**src/rtl/uart_dbg_master.sv**
```systemverilog
// UART debug bus initiator: decodes 'W'/'R' command frames from the serial line, performs one
// single-word bus access with a one-cycle hold lead-in, and replies ACK, NAK or read data.
module uart_dbg_master #(
    parameter int CLK_FREQ     = 50_000_000,
    parameter int BAUD         = 115_200,
    parameter int TIMEOUT_BITS = 64
) (
    input  logic        clk,
    input  logic        rst,
    input  logic        uart_rx_i,
    output logic        uart_tx_o,
    output logic [31:0] m_addr_o,
    output logic [31:0] m_wdata_o,
    output logic        m_req_o,
    output logic        m_we_o,
    input  logic [31:0] m_rdata_i,
    output logic        hold_o,
    output logic        busy_o
);
    localparam int DIV    = CLK_FREQ / BAUD;
    localparam int HALF   = DIV / 2;
    localparam int CW     = $clog2(DIV);
    localparam int TO_LIM = TIMEOUT_BITS * DIV;
    localparam int TW     = $clog2(TO_LIM + 2);
    localparam logic [7:0] CMD_W = 8'h57;
    localparam logic [7:0] CMD_R = 8'h52;

    typedef enum logic [2:0] {S_IDLE, S_CMD, S_ADDR, S_DATA, S_HOLD, S_ACCESS, S_RESP} state_t;
    state_t r_state, w_next;

    logic          r_rx_s1, r_rx_s2, r_rx_s3;
    logic          r_rx_busy, r_rx_keep, r_rx_valid, r_rx_ferr;
    logic [CW-1:0] r_rx_cnt;
    logic [3:0]    r_rx_bit;
    logic [7:0]    r_rx_sh;
    logic          w_rx_accept;

    logic          r_tx_busy, r_tx_stage_vld;
    logic [CW-1:0] r_tx_cnt;
    logic [3:0]    r_tx_bit;
    logic [9:0]    r_tx_sh;
    logic [7:0]    r_tx_stage;
    logic          w_tx_we;
    logic [7:0]    w_tx_data;

    logic [7:0]    r_cmd;
    logic [31:0]   r_addr, r_data, r_resp, r_m_addr, r_m_wdata;
    logic [1:0]    r_byte_cnt;
    logic [2:0]    r_resp_len;
    logic [TW-1:0] r_to_cnt;
    logic          w_timeout;

    assign uart_tx_o   = r_tx_sh[0];
    assign m_addr_o    = r_m_addr;
    assign m_wdata_o   = r_m_wdata;
    assign w_tx_data   = r_resp[7:0];
    assign w_timeout   = (r_to_cnt > TW'(TO_LIM));
    // Only bytes whose start bit falls while a frame can still be decoded are delivered.
    assign w_rx_accept = (r_state == S_IDLE) || (r_state == S_CMD) ||
                         (r_state == S_ADDR) || (r_state == S_DATA);

    always_ff @(posedge clk) begin
        if (rst) begin
            r_rx_s1    <= 1'b1;
            r_rx_s2    <= 1'b1;
            r_rx_s3    <= 1'b1;
            r_rx_busy  <= 1'b0;
            r_rx_keep  <= 1'b0;
            r_rx_valid <= 1'b0;
            r_rx_ferr  <= 1'b0;
            r_rx_cnt   <= '0;
            r_rx_bit   <= '0;
        end else begin
            r_rx_s1    <= uart_rx_i;
            r_rx_s2    <= r_rx_s1;
            r_rx_s3    <= r_rx_s2;
            r_rx_valid <= 1'b0;
            r_rx_ferr  <= 1'b0;
            if (!r_rx_busy) begin
                if (r_rx_s3 && !r_rx_s2) begin
                    r_rx_busy <= 1'b1;
                    r_rx_keep <= w_rx_accept;
                    r_rx_cnt  <= '0;
                    r_rx_bit  <= '0;
                end
            end else if (r_rx_bit == 4'd0) begin
                if (r_rx_cnt == CW'(HALF - 1)) begin
                    r_rx_cnt <= '0;
                    if (r_rx_s2) r_rx_busy <= 1'b0;
                    else         r_rx_bit  <= 4'd1;
                end else begin
                    r_rx_cnt <= r_rx_cnt + CW'(1);
                end
            end else if (r_rx_cnt == CW'(DIV - 1)) begin
                r_rx_cnt <= '0;
                if (r_rx_bit == 4'd9) begin
                    r_rx_busy  <= 1'b0;
                    r_rx_valid <= r_rx_keep & r_rx_s2;
                    r_rx_ferr  <= r_rx_keep & ~r_rx_s2;
                end else begin
                    r_rx_bit <= r_rx_bit + 4'd1;
                end
            end else begin
                r_rx_cnt <= r_rx_cnt + CW'(1);
            end
        end
    end

    always_ff @(posedge clk) begin
        if (r_rx_busy && r_rx_bit != 4'd0 && r_rx_bit != 4'd9 && r_rx_cnt == CW'(DIV - 1))
            r_rx_sh <= {r_rx_s2, r_rx_sh[7:1]};
        if (w_tx_we)
            r_tx_stage <= w_tx_data;
    end

    // Shifter reloads straight from the stage at the end of a stop bit so replies are gapless.
    always_ff @(posedge clk) begin
        if (rst) begin
            r_tx_busy      <= 1'b0;
            r_tx_stage_vld <= 1'b0;
            r_tx_cnt       <= '0;
            r_tx_bit       <= '0;
            r_tx_sh        <= '1;
        end else begin
            if (w_tx_we)
                r_tx_stage_vld <= 1'b1;
            if (!r_tx_busy || (r_tx_cnt == CW'(DIV - 1) && r_tx_bit == 4'd9)) begin
                r_tx_cnt <= '0;
                r_tx_bit <= '0;
                if (r_tx_stage_vld) begin
                    r_tx_sh        <= {1'b1, r_tx_stage, 1'b0};
                    r_tx_busy      <= 1'b1;
                    r_tx_stage_vld <= 1'b0;
                end else begin
                    r_tx_sh   <= '1;
                    r_tx_busy <= 1'b0;
                end
            end else if (r_tx_cnt == CW'(DIV - 1)) begin
                r_tx_cnt <= '0;
                r_tx_bit <= r_tx_bit + 4'd1;
                r_tx_sh  <= {1'b1, r_tx_sh[9:1]};
            end else begin
                r_tx_cnt <= r_tx_cnt + CW'(1);
            end
        end
    end

    always_ff @(posedge clk) begin
        if (rst) r_state <= S_IDLE;
        else     r_state <= w_next;
    end

    always_comb begin
        w_next  = r_state;
        w_tx_we = 1'b0;
        hold_o  = 1'b0;
        m_req_o = 1'b0;
        m_we_o  = 1'b0;
        busy_o  = (r_state != S_IDLE);
        case (r_state)
            S_IDLE:   if (r_rx_valid) w_next = S_CMD;
            S_CMD:    w_next = (r_cmd == CMD_W || r_cmd == CMD_R) ? S_ADDR : S_RESP;
            S_ADDR: begin
                if (r_rx_ferr || w_timeout)
                    w_next = S_IDLE;
                else if (r_rx_valid && r_byte_cnt == 2'd3)
                    w_next = (r_cmd == CMD_W) ? S_DATA : S_HOLD;
            end
            S_DATA: begin
                if (r_rx_ferr || w_timeout)
                    w_next = S_IDLE;
                else if (r_rx_valid && r_byte_cnt == 2'd3)
                    w_next = S_HOLD;
            end
            S_HOLD: begin
                hold_o = 1'b1;
                w_next = S_ACCESS;
            end
            S_ACCESS: begin
                hold_o  = 1'b1;
                m_req_o = 1'b1;
                m_we_o  = (r_cmd == CMD_W);
                w_next  = S_RESP;
            end
            S_RESP: begin
                if (!r_tx_stage_vld) begin
                    w_tx_we = 1'b1;
                    if (r_resp_len == 3'd1) w_next = S_IDLE;
                end
            end
            default:  w_next = S_IDLE;
        endcase
    end

    always_ff @(posedge clk) begin
        if (rst) begin
            r_byte_cnt <= '0;
            r_resp_len <= '0;
            r_to_cnt   <= '0;
            r_m_addr   <= '0;
            r_m_wdata  <= '0;
        end else begin
            r_to_cnt <= '0;
            case (r_state)
                S_CMD: begin
                    r_byte_cnt <= '0;
                    r_resp_len <= 3'd1;
                end
                S_ADDR, S_DATA: begin
                    if (r_rx_valid)     r_byte_cnt <= r_byte_cnt + 2'd1;
                    else if (!r_rx_busy) r_to_cnt  <= r_to_cnt + TW'(1);
                end
                S_HOLD: begin
                    r_m_addr <= r_addr;
                    if (r_cmd == CMD_W) r_m_wdata <= r_data;
                end
                S_ACCESS: r_resp_len <= (r_cmd == CMD_W) ? 3'd1 : 3'd4;
                S_RESP:   if (!r_tx_stage_vld) r_resp_len <= r_resp_len - 3'd1;
                default:  ;
            endcase
        end
    end

    always_ff @(posedge clk) begin
        case (r_state)
            S_IDLE:   if (r_rx_valid) r_cmd <= r_rx_sh;
            S_CMD:    r_resp <= 32'h0000_0015;
            S_ADDR:   if (r_rx_valid) r_addr <= {r_rx_sh, r_addr[31:8]};
            S_DATA:   if (r_rx_valid) r_data <= {r_rx_sh, r_data[31:8]};
            S_ACCESS: r_resp <= (r_cmd == CMD_W) ? 32'h0000_0006 : m_rdata_i;
            S_RESP:   if (!r_tx_stage_vld) r_resp <= {8'h00, r_resp[31:8]};
            default:  ;
        endcase
    end
endmodule

```
**config.mk**
```make
export PLATFORM = sky130hd
export DESIGN_NAME = uart_dbg_master
export DESIGN_NICKNAME = d
export VERILOG_FILES = /design/src/rtl/uart_dbg_master.sv
export SDC_FILE = /design/constraint.sdc
export NUM_CORES = 1
export LEC_CHECK = 0
export ABC_CLOCK_PERIOD_IN_PS = 8900
export CAP_MARGIN = 20
export CORE_AREA = 2 2 134 136
export DETAILED_ROUTE_END_ITERATION = 6
export DIE_AREA = 0 0 136 138
export GPL_TIMING_DRIVEN = 0
export PLACE_DENSITY = 0.89
export SLEW_MARGIN = 20
export SYNTH_ARGS = -nofsm -noshare
export SYNTH_HDL_FRONTEND = slang
export SYNTH_SLANG_ARGS = --single-unit
```
**constraint.sdc**
```tcl
create_clock -name clk -period 8.9 [get_ports clk]
set_input_delay 2.67 -clock clk [delete_from_list [all_inputs] [get_ports clk]]
set_output_delay 2.67 -clock clk [all_outputs]
set_load 0.02 [all_outputs]
```
==> out/qor.yml, run 1 <==
grt_max_degree: 33
tritoncts: "done"
post-route-period-util: 0.583
antenna_left: 0
synth_top_family_by_area: "simple AND/OR/NAND/NOR gates"
hpwlAfterDp_um: 13000
drv_slew: 0
portBuffers: 103
cts_buffers: 24
syn-num-nets: 884
yosys-top-cells-count: "nand2_1, dfxtp_1, edfxtp_1, a21oi_1, nor2_1"
vias: 6759
tns_ns: 0
rsz0062_at_grt: "no"
htree_levels: 1
synthArstFlopShare: 0
gp_congestion: 0.876
cp_max_fo: 8
min_period_ns: 5.19
crit_type: "reg2out"
setup_viol: 0
drc_errors: 0
yosysTopAreaCell: "edfxtp_1"
grt_pass1_vias: 6737
path_clk_slew_ns: 0.06
syn_avg_cell_area_um2: 11.3
synthAdderAreaFrac: 0.0199
critPathArrivalTime_ns: 2.52
drive_gt1_frac: 0.0680
fin_nets: 1017
vdd_drop_max_mv: 0.127
finalHoldViolCount: 0
post_cts_buffers: 0
crit_path_end_kind: "primary output"
gr-total-overflow: 0
areaGrowthSynthToFinish_pct: 23.1
ys_dominant_reg_cell: "dfxtp_1"
cts_sinks: 251
dpl.cell_count: 1170
worst_slew_pin_slew_ns: 0.857
synth_edf_count: 120
antenna_found_initial: 0
initial_utilization: 0.538
ios: 104
clock.fmax_ghz: 0.193
synthCells: 834
drtIter0Drc: 607
max_stage_delay_ns: 0.59
cp-start-kind: "flip-flop"
clock_latency_ns: 0.51
design.die.area_mm2: 0.0188
grt_pass1_wl_um: 33200
max_slew_margin: 0.427
hold_path.class: "reg2reg"
synth_most_common_cell: "nand2_1"
outcome: "complete, no violations"
clockBufferDepth: 3
power_density_mw_per_mm2: 193
postCtsResizedCells: 0
ctsHoldBuffers: 0
synth-simple-area-share: 0.156
yosysTopAreaCellShare: 0.382
synth_compound_area_frac: 0.108
clockRootBuffer: "clkbuf_16"
netlist_top_cells_area: "edfxtp_1, dfxtp_1, nand2_1, a21oi_1, a22o_1"
die_h_um: 138
grt.total_usage: 0.218
cap_viol_max_count: 0
required_ns: 6.23
ys_warn_count: 0
syn_area_mm2: 0.00943
coreArea_mm2: 0.0175
num_rows: 49
path_cells: "nand4bb_1 -> nor3_2 -> and2_1 -> clkdlybuf4s50_1"
wl_um: 20500
ys_ff_latch: 251
drtPass1Iterations: 5
synthXorXnorAreaFrac: 0.0232
wl_per_cell_um: 16.9
fill_cells: 1206
synth_mux_area_frac: 0.00438
crit_slowest_cell: "nor3_2"
fin_skew_ns: 0.0128
stdcell_count: 1214
p_leak_nw: 3.83
yosysSeqAreaShare: 0.660
antenna_cells: 0
die_w_um: 136
yosysUniqueCellTypes: 60
vias_per_cell: 5.57
[flip-flops by register name (all words and copies together), names as in the netlist, 9 cells and up]
name,flops
m_addr_o,32
m_wdata_o,32
r_addr,32
r_data,32
r_resp,32
r_to_cnt,15
r_rx_cnt,9
r_tx_cnt,9
r_tx_sh,9
[path summary, 6_finish.rpt]
kind                   start       endpoint  slack (ns)  cells past startpoint
setup / recovery    r_cmd[3]         m_we_o        3.71                      4
hold / removal     r_resp[6]  r_tx_stage[6]        0.42                      0
setup reg to reg  r_state[2]  m_wdata_o[29]        6.42                      7
hold reg to reg    r_resp[6]  r_tx_stage[6]        0.42                      0
[cell type report]
| class | instances | area, um^2 | share of cell area |
|---|---|---|---|
| buffer | 41 | 176 | 0.0152 |
| sequential | 251 | 6230 | 0.537 |
| clock buffer | 39 | 733 | 0.0632 |
| clock inverter | 5 | 50.0 | 0.00431 |
| inverter | 23 | 86.3 | 0.00744 |
| timing repair buffer | 107 | 1080 | 0.0935 |
| multi-input combinational | 519 | 2960 | 0.255 |
| tap | 229 | 287 | 0.0247 |
[report_power, final]
group          total, mW  leakage [nW]  switching (mW)  internal, mW
sequential          1.20          2.15         0.00109          1.20
clock               1.01         0.385           0.416         0.592
combinational     0.0352          1.30          0.0174        0.0178
total               2.24          3.83           0.434          1.81
[through the flow]
| step | util | instance area [um^2] | power, mW | hold slack (ns) | setup WS, ns |
|---|---|---|---|---|---|
| after global routing | 0.662 | 11600 | 2.29 | 0.426 | 3.63 |
| after CTS | 0.661 | 11600 | 2.25 | 0.420 | 3.41 |
| after global placement | 0.613 | 10700 | 1.26 | 0.394 | 3.99 |
| after floorplan | - | 9430 | 1.24 | 0.389 | 4.89 |
| after detailed placement | 0.617 | 10800 | 1.26 | 0.406 | 3.97 |
| final | 0.662 | 11600 | 2.24 | 0.416 | 3.71 |
[placed cells by master (no fill, tap or decap), types with 3 or more instances in the layout]
cell type,n
clkdlybuf4s50_1,103
clkbuf_8,3
nand2b_1,5
edfxtp_1,120
xor2_1,15
dfxtp_1,131
a22o_1,22
o21ai_0,27
or2_2,4
buf_6,3
nor3b_1,6
nor3_1,7
nand2_1,163
and4_1,3
nor3_2,4
ha_1,15
buf_2,6
nor2b_1,4
clkbuf_16,26
inv_1,22
a211o_1,3
nand3_1,12
and2_1,10
and3_1,4
mux2i_1,3
nor2_1,45
xnor2_1,10
a21oi_1,86
clkbuf_1,42
a21o_1,3
nand4_1,11
a31oi_1,3
or3_1,6
nand3b_1,10
[kinds of logic (layout without fill, tap and decap cells)]
kind of cell | count (synthesis) | after routing
AND/OR/NAND/NOR | 310 | 310
flip-flops | 251 | 251
AO/OA/AOI/OAI | 165 | 165
buffers and inverters | 64 | 215
XOR/XNOR | 25 | 25
adder cells (fa/ha/maj) | 15 | 15
multiplexers | 4 | 4
[metal layers]
layer	track usage	part of all wire	vias up
met4	0.0844	0.033	0
met1	0.276	0.40	3217
li1	-	-	3206
met3	0.0330	0.060	59
met2	0.376	0.50	277
met5	0	0	-
[critical path, delay by kind of cell, from the launching register on]
kind	cells	cell delay (ns)
buffers and inverters	1	0.59
and+or+nand+nor	3	1.06
DFF	1	0.35
Note: power is estimated with default switching activity, not from simulation.
==> run 2: changes to the inputs <==
==> config.mk (replaced) <==
export PLATFORM = sky130hd
export DESIGN_NAME = uart_dbg_master
export DESIGN_NICKNAME = d
export VERILOG_FILES = /design/src/rtl/uart_dbg_master.sv
export SDC_FILE = /design/constraint.sdc
export NUM_CORES = 1
export LEC_CHECK = 0
export ABC_CLOCK_PERIOD_IN_PS = 4700
export CAP_MARGIN = 20
export CORE_AREA = 2 2 141 143
export DETAILED_ROUTE_END_ITERATION = 6
export DIE_AREA = 0 0 143 145
export GPL_TIMING_DRIVEN = 0
export PLACE_DENSITY = 0.85
export SLEW_MARGIN = 20
export SYNTH_ARGS = -nofsm -noshare
export SYNTH_HDL_FRONTEND = slang
export SYNTH_SLANG_ARGS = --single-unit
==> constraint.sdc (replaced) <==
create_clock -name clk -period 4.7 [get_ports clk]
set_input_delay 1.41 -clock clk [delete_from_list [all_inputs] [get_ports clk]]
set_output_delay 1.41 -clock clk [all_outputs]
set_load 0.02 [all_outputs]
==> out/qor.yml, run 2 (synthesis results as in run 1) <==
rsz0062_at_grt: "no"
r2r_slack_ns: 2.16
die_w_um: 143
grt.busiest_layer: "met2"
wl_um: 19400
wl_per_cell_um: 15.5
antenna_found_initial: 0
fin_area_mm2: 0.0116
cts_sinks: 251
htree_levels: 1
grt_pass1_vias: 6594
ctsHoldBuffers: 0
cap_viol_max_count: 0
path_cells: "nand4bb_1 -> nor3_1 -> and2_1 -> clkdlybuf4s50_1"
gp_congestion: 0.783
crit_slowest_cell: "nor3_1"
fill_cells: 1450
max_stage_delay_ns: 0.80
crit_type: "reg2out"
outcome: "complete, no violations"
crit_path_end_kind: "primary output"
gr-total-overflow: 0
grt_pass1_wl_um: 32000
cp-start-kind: "flip-flop"
layout_commonest_cell: "nand2_1"
critPathArrivalTime_ns: 2.72
hold_path_depth: 1
multiInputGateArea_mm2: 0.00296
areaGrowthSynthToFinish_pct: 23.3
post_cts_buffers: 0
p_leak_nw: 3.81
tns_ns: 0
portBuffers: 103
met3_usage: 0.0287
design.die.area_mm2: 0.0207
cp.depth: 4
clock.fmax_ghz: 0.242
ios: 104
required_ns: 3.29
post-route-period-util: 0.878
cts_buffers: 25
critPathBufInv: 1
vias_per_cell: 5.25
postCtsResizedCells: 0
drv_slew: 0
drtPass1Iterations: 5
grt_util_met2: 0.329
max_slew_margin: 0.349
min_period_ns: 4.13
die_h_um: 145
antenna_cells: 0
r2r_cells: 5
hold_path.class: "reg2reg"
path_clk_slew_ns: 0.06
worst_slew_pin_slew_ns: 0.968
grt_use_met1: 0.234
initial_utilization: 0.491
cp_top_family: "simple AND/OR/NAND/NOR gates"
drtIter0Drc: 479
antenna_left: 0
setup_viol: 0
clock_latency_ns: 0.52
drive_gt1_frac: 0.0659
cp_max_fo: 8
fin_skew_ns: 0.0105
seqCellArea_mm2: 0.00623
power_density_mw_per_mm2: 360
finalHoldViolCount: 0
grt_max_degree: 33
drc_errors: 0
fin_nets: 1018
tritoncts: "done"
hpwlAfterDp_um: 13500
grt.total_usage: 0.189
num_rows: 51
clockRootBuffer: "clkbuf_16"
vias: 6572
vdd_drop_max_mv: 0.249
coreArea_mm2: 0.0192
clockBufferDepth: 3
placed_cell_area_mm2: 0.0109
layout_common_cells: "nand2_1, dfxtp_1, edfxtp_1"
[run 2: cell type report]
class | count | share of cell area
inverter | 23 | 0.00743
clock buffer | 31 | 0.0566
clock inverter | 15 | 0.00862
tap | 265 | 0.0285
multi-input combinational | 519 | 0.254
timing repair buffer | 107 | 0.0934
sequential | 251 | 0.536
buffer | 41 | 0.0152
[run 2: final timing paths]
kind | startpoint | to
hold / removal | r_rx_s1 | r_rx_s2
setup reg to reg | r_cmd[7] | r_resp[4]
setup / recovery | r_cmd[7] | m_we_o
hold reg to reg | r_rx_s1 | r_rx_s2
[run 2: through the flow]
step,std cells,utilization,setup WS (ns),power [mW],hold WS [ns]
floorplan,834,-,0.855,2.35,0.389
global placement,1202,0.562,-0.0796,2.39,0.392
detailed placement,1206,0.565,1.05,2.39,0.396
CTS,1252,0.605,0.524,4.21,0.417
global route,1252,0.605,0.449,4.30,0.433
finish,1252,0.605,0.575,4.19,0.410
[run 2: report_power, final]
group	switching, mW	internal, mW
clock network	0.801	1.05
logic	0.0317	0.0338
registers	0.00193	2.27
total	0.835	3.35
[run 2: layer usage]
layer,wire length [um],up-vias
met2,9850,205
met5,0,-
met3,952,40
met1,8060,3119
li1,-,3208
met4,558,0
==> run 3: changes to the inputs <==
--- a/config.mk
+++ b/config.mk
@@ -11,7 +11,7 @@
 export DETAILED_ROUTE_END_ITERATION = 6
 export DIE_AREA = 0 0 143 145
 export GPL_TIMING_DRIVEN = 0
-export PLACE_DENSITY = 0.85
+export PLACE_DENSITY = 0.74
 export SLEW_MARGIN = 20
 export SYNTH_ARGS = -nofsm -noshare
 export SYNTH_HDL_FRONTEND = slang
==> out/qor.yml, run 3 (synthesis results as in run 1) <==
vias: 6451
post_cts_buffers: 0
grt_max_degree: 33
gr-total-overflow: 0
drtPass1Iterations: 4
die_w_um: 143
grt.total_usage: 0.179
wirelength_met1_um: 8130
areaGrowthSynthToFinish_pct: 23.9
ios: 104
wl_per_cell_um: 14.8
finalHoldViolCount: 0
crit_slowest_cell: "nor3_1"
cp_max_fo: 8
max_stage_delay_ns: 0.87
path_cells: "nand4bb_1 -> nor3_1 -> and2_1 -> clkdlybuf4s50_1"
wl_met3_um: 1220
initial_utilization: 0.491
layout_common_cells: "nand2_1, dfxtp_1, edfxtp_1"
vias_per_cell: 5.15
required_ns: 3.29
crit_path_end_kind: "primary output"
dpl.cell_count: 1206
antenna_cells: 0
drv_slew: 0
htree_levels: 1
tritoncts: "done"
antenna_found_initial: 0
worst_slew_pin_slew_ns: 1.07
coreArea_mm2: 0.0192
min_period_ns: 4.22
path_clk_slew_ns: 0.06
drtIter0Drc: 385
clockBufferDepth: 3
p_seq_frac: 0.528
clock_latency_ns: 0.54
switching_share: 0.196
rsz0062_at_grt: "no"
outcome: "complete, no violations"
post-route-period-util: 0.897
die_h_um: 145
hold_path.class: "reg2reg"
cts_buffers: 25
stdcell_count: 1252
routed-wl-met2_um: 8820
top_layer: "met4"
critPathLaunch: "r_cmd[3]"
clock.fmax_ghz: 0.237
cts_sinks: 251
cp-start-kind: "flip-flop"
p_int_mw: 3.46
p_leak_nw: 3.85
comb_power_share: 0.015
switchingPower_uw: 842
tns_ns: 0
portBuffers: 103
postCtsResizedCells: 0
vdd_drop_max_mv: 0.244
worstReg2RegStart: "r_cmd[3]"
max_slew_margin: 0.283
design.die.area_mm2: 0.0207
layout_commonest_cell: "nand2_1"
hpwlAfterDp_um: 12500
fin_nets: 1018
grt_pass1_vias: 6155
drive_gt1_frac: 0.0679
wl_um: 18500
num_rows: 51
p_clk_frac: 0.457
crit_type: "reg2out"
min-delay-start: "r_rx_s1"
setup_viol: 0
grt_pass1_wl_um: 30300
clockRootBuffer: "clkbuf_16"
fin_skew_ns: 0.0183
cap_viol_max_count: 0
gp_congestion: 0.814
antenna_left: 0
drc_errors: 0
ctsHoldBuffers: 0
critPathArrivalTime_ns: 2.81
power_density_mw_per_mm2: 369
run 3: cell count changes in the layout (fill, tap and decap cells not counted), sizes merged:
cell | previous run | this run
clkbuf | 64 | 72
clkinv | 13 | 6
clkinvlp | 1 | 0
run 3: layout make-up:
cell class | instances | area (um^2)
Buffer | 41 | 176
Clock buffer | 39 | 751
Clock inverter | 7 | 72.6
Fill cell | 1484 | 7520
Inverter | 23 | 86.3
Multi-Input combinational cell | 519 | 2960
Sequential cell | 251 | 6230
Tap cell | 265 | 332
Timing Repair Buffer | 107 | 1080
run 3: final timing paths:
| check | slack, ns | end | cells past startpoint |
|---|---|---|---|
| worst max-delay path | 0.48 | m_we_o | 4 |
| worst min register to register | 0.42 | r_rx_s2 | 1 |
| worst min-delay path | 0.42 | r_rx_s2 | 1 |
| worst max register to register | 2.15 | r_resp[4] | 5 |
run 3: power by group through the flow:
stage | registers, mW | logic [mW] | clock network [mW]
floorplan | 2.32 | 0.0247 | 0
global placement | 2.32 | 0.0641 | 0
detailed placement | 2.32 | 0.0647 | 0
CTS | 2.27 | 0.0650 | 2.01
global route | 2.27 | 0.0702 | 2.10
finish | 2.27 | 0.0645 | 1.97
run 3: through the flow:
step	area (um^2)	setup slack (ns)	power, mW	hold slack, ns	util
after CTS	11700	0.450	4.34	0.418	0.608
after floorplan	9430	0.855	2.35	0.389	-
after global placement	10800	-0.392	2.39	0.395	0.562
after detailed placement	10900	0.973	2.39	0.404	0.565
final	11700	0.482	4.31	0.416	0.608
after global routing	11700	0.368	4.44	0.421	0.608
run 3: worst max-delay path: cells and delay by family, from the launching register on:
family | cells | cell delay (ns)
simple gates | 3 | 1.32
buf+inv | 1 | 0.61
flops | 1 | 0.35
run 3: per-layer routing:
layer,vias to the layer above,track usage
li1,3204,-
met1,3046,0.241
met5,-,0
met3,28,0.0380
met4,0,0.0485
met2,173,0.294
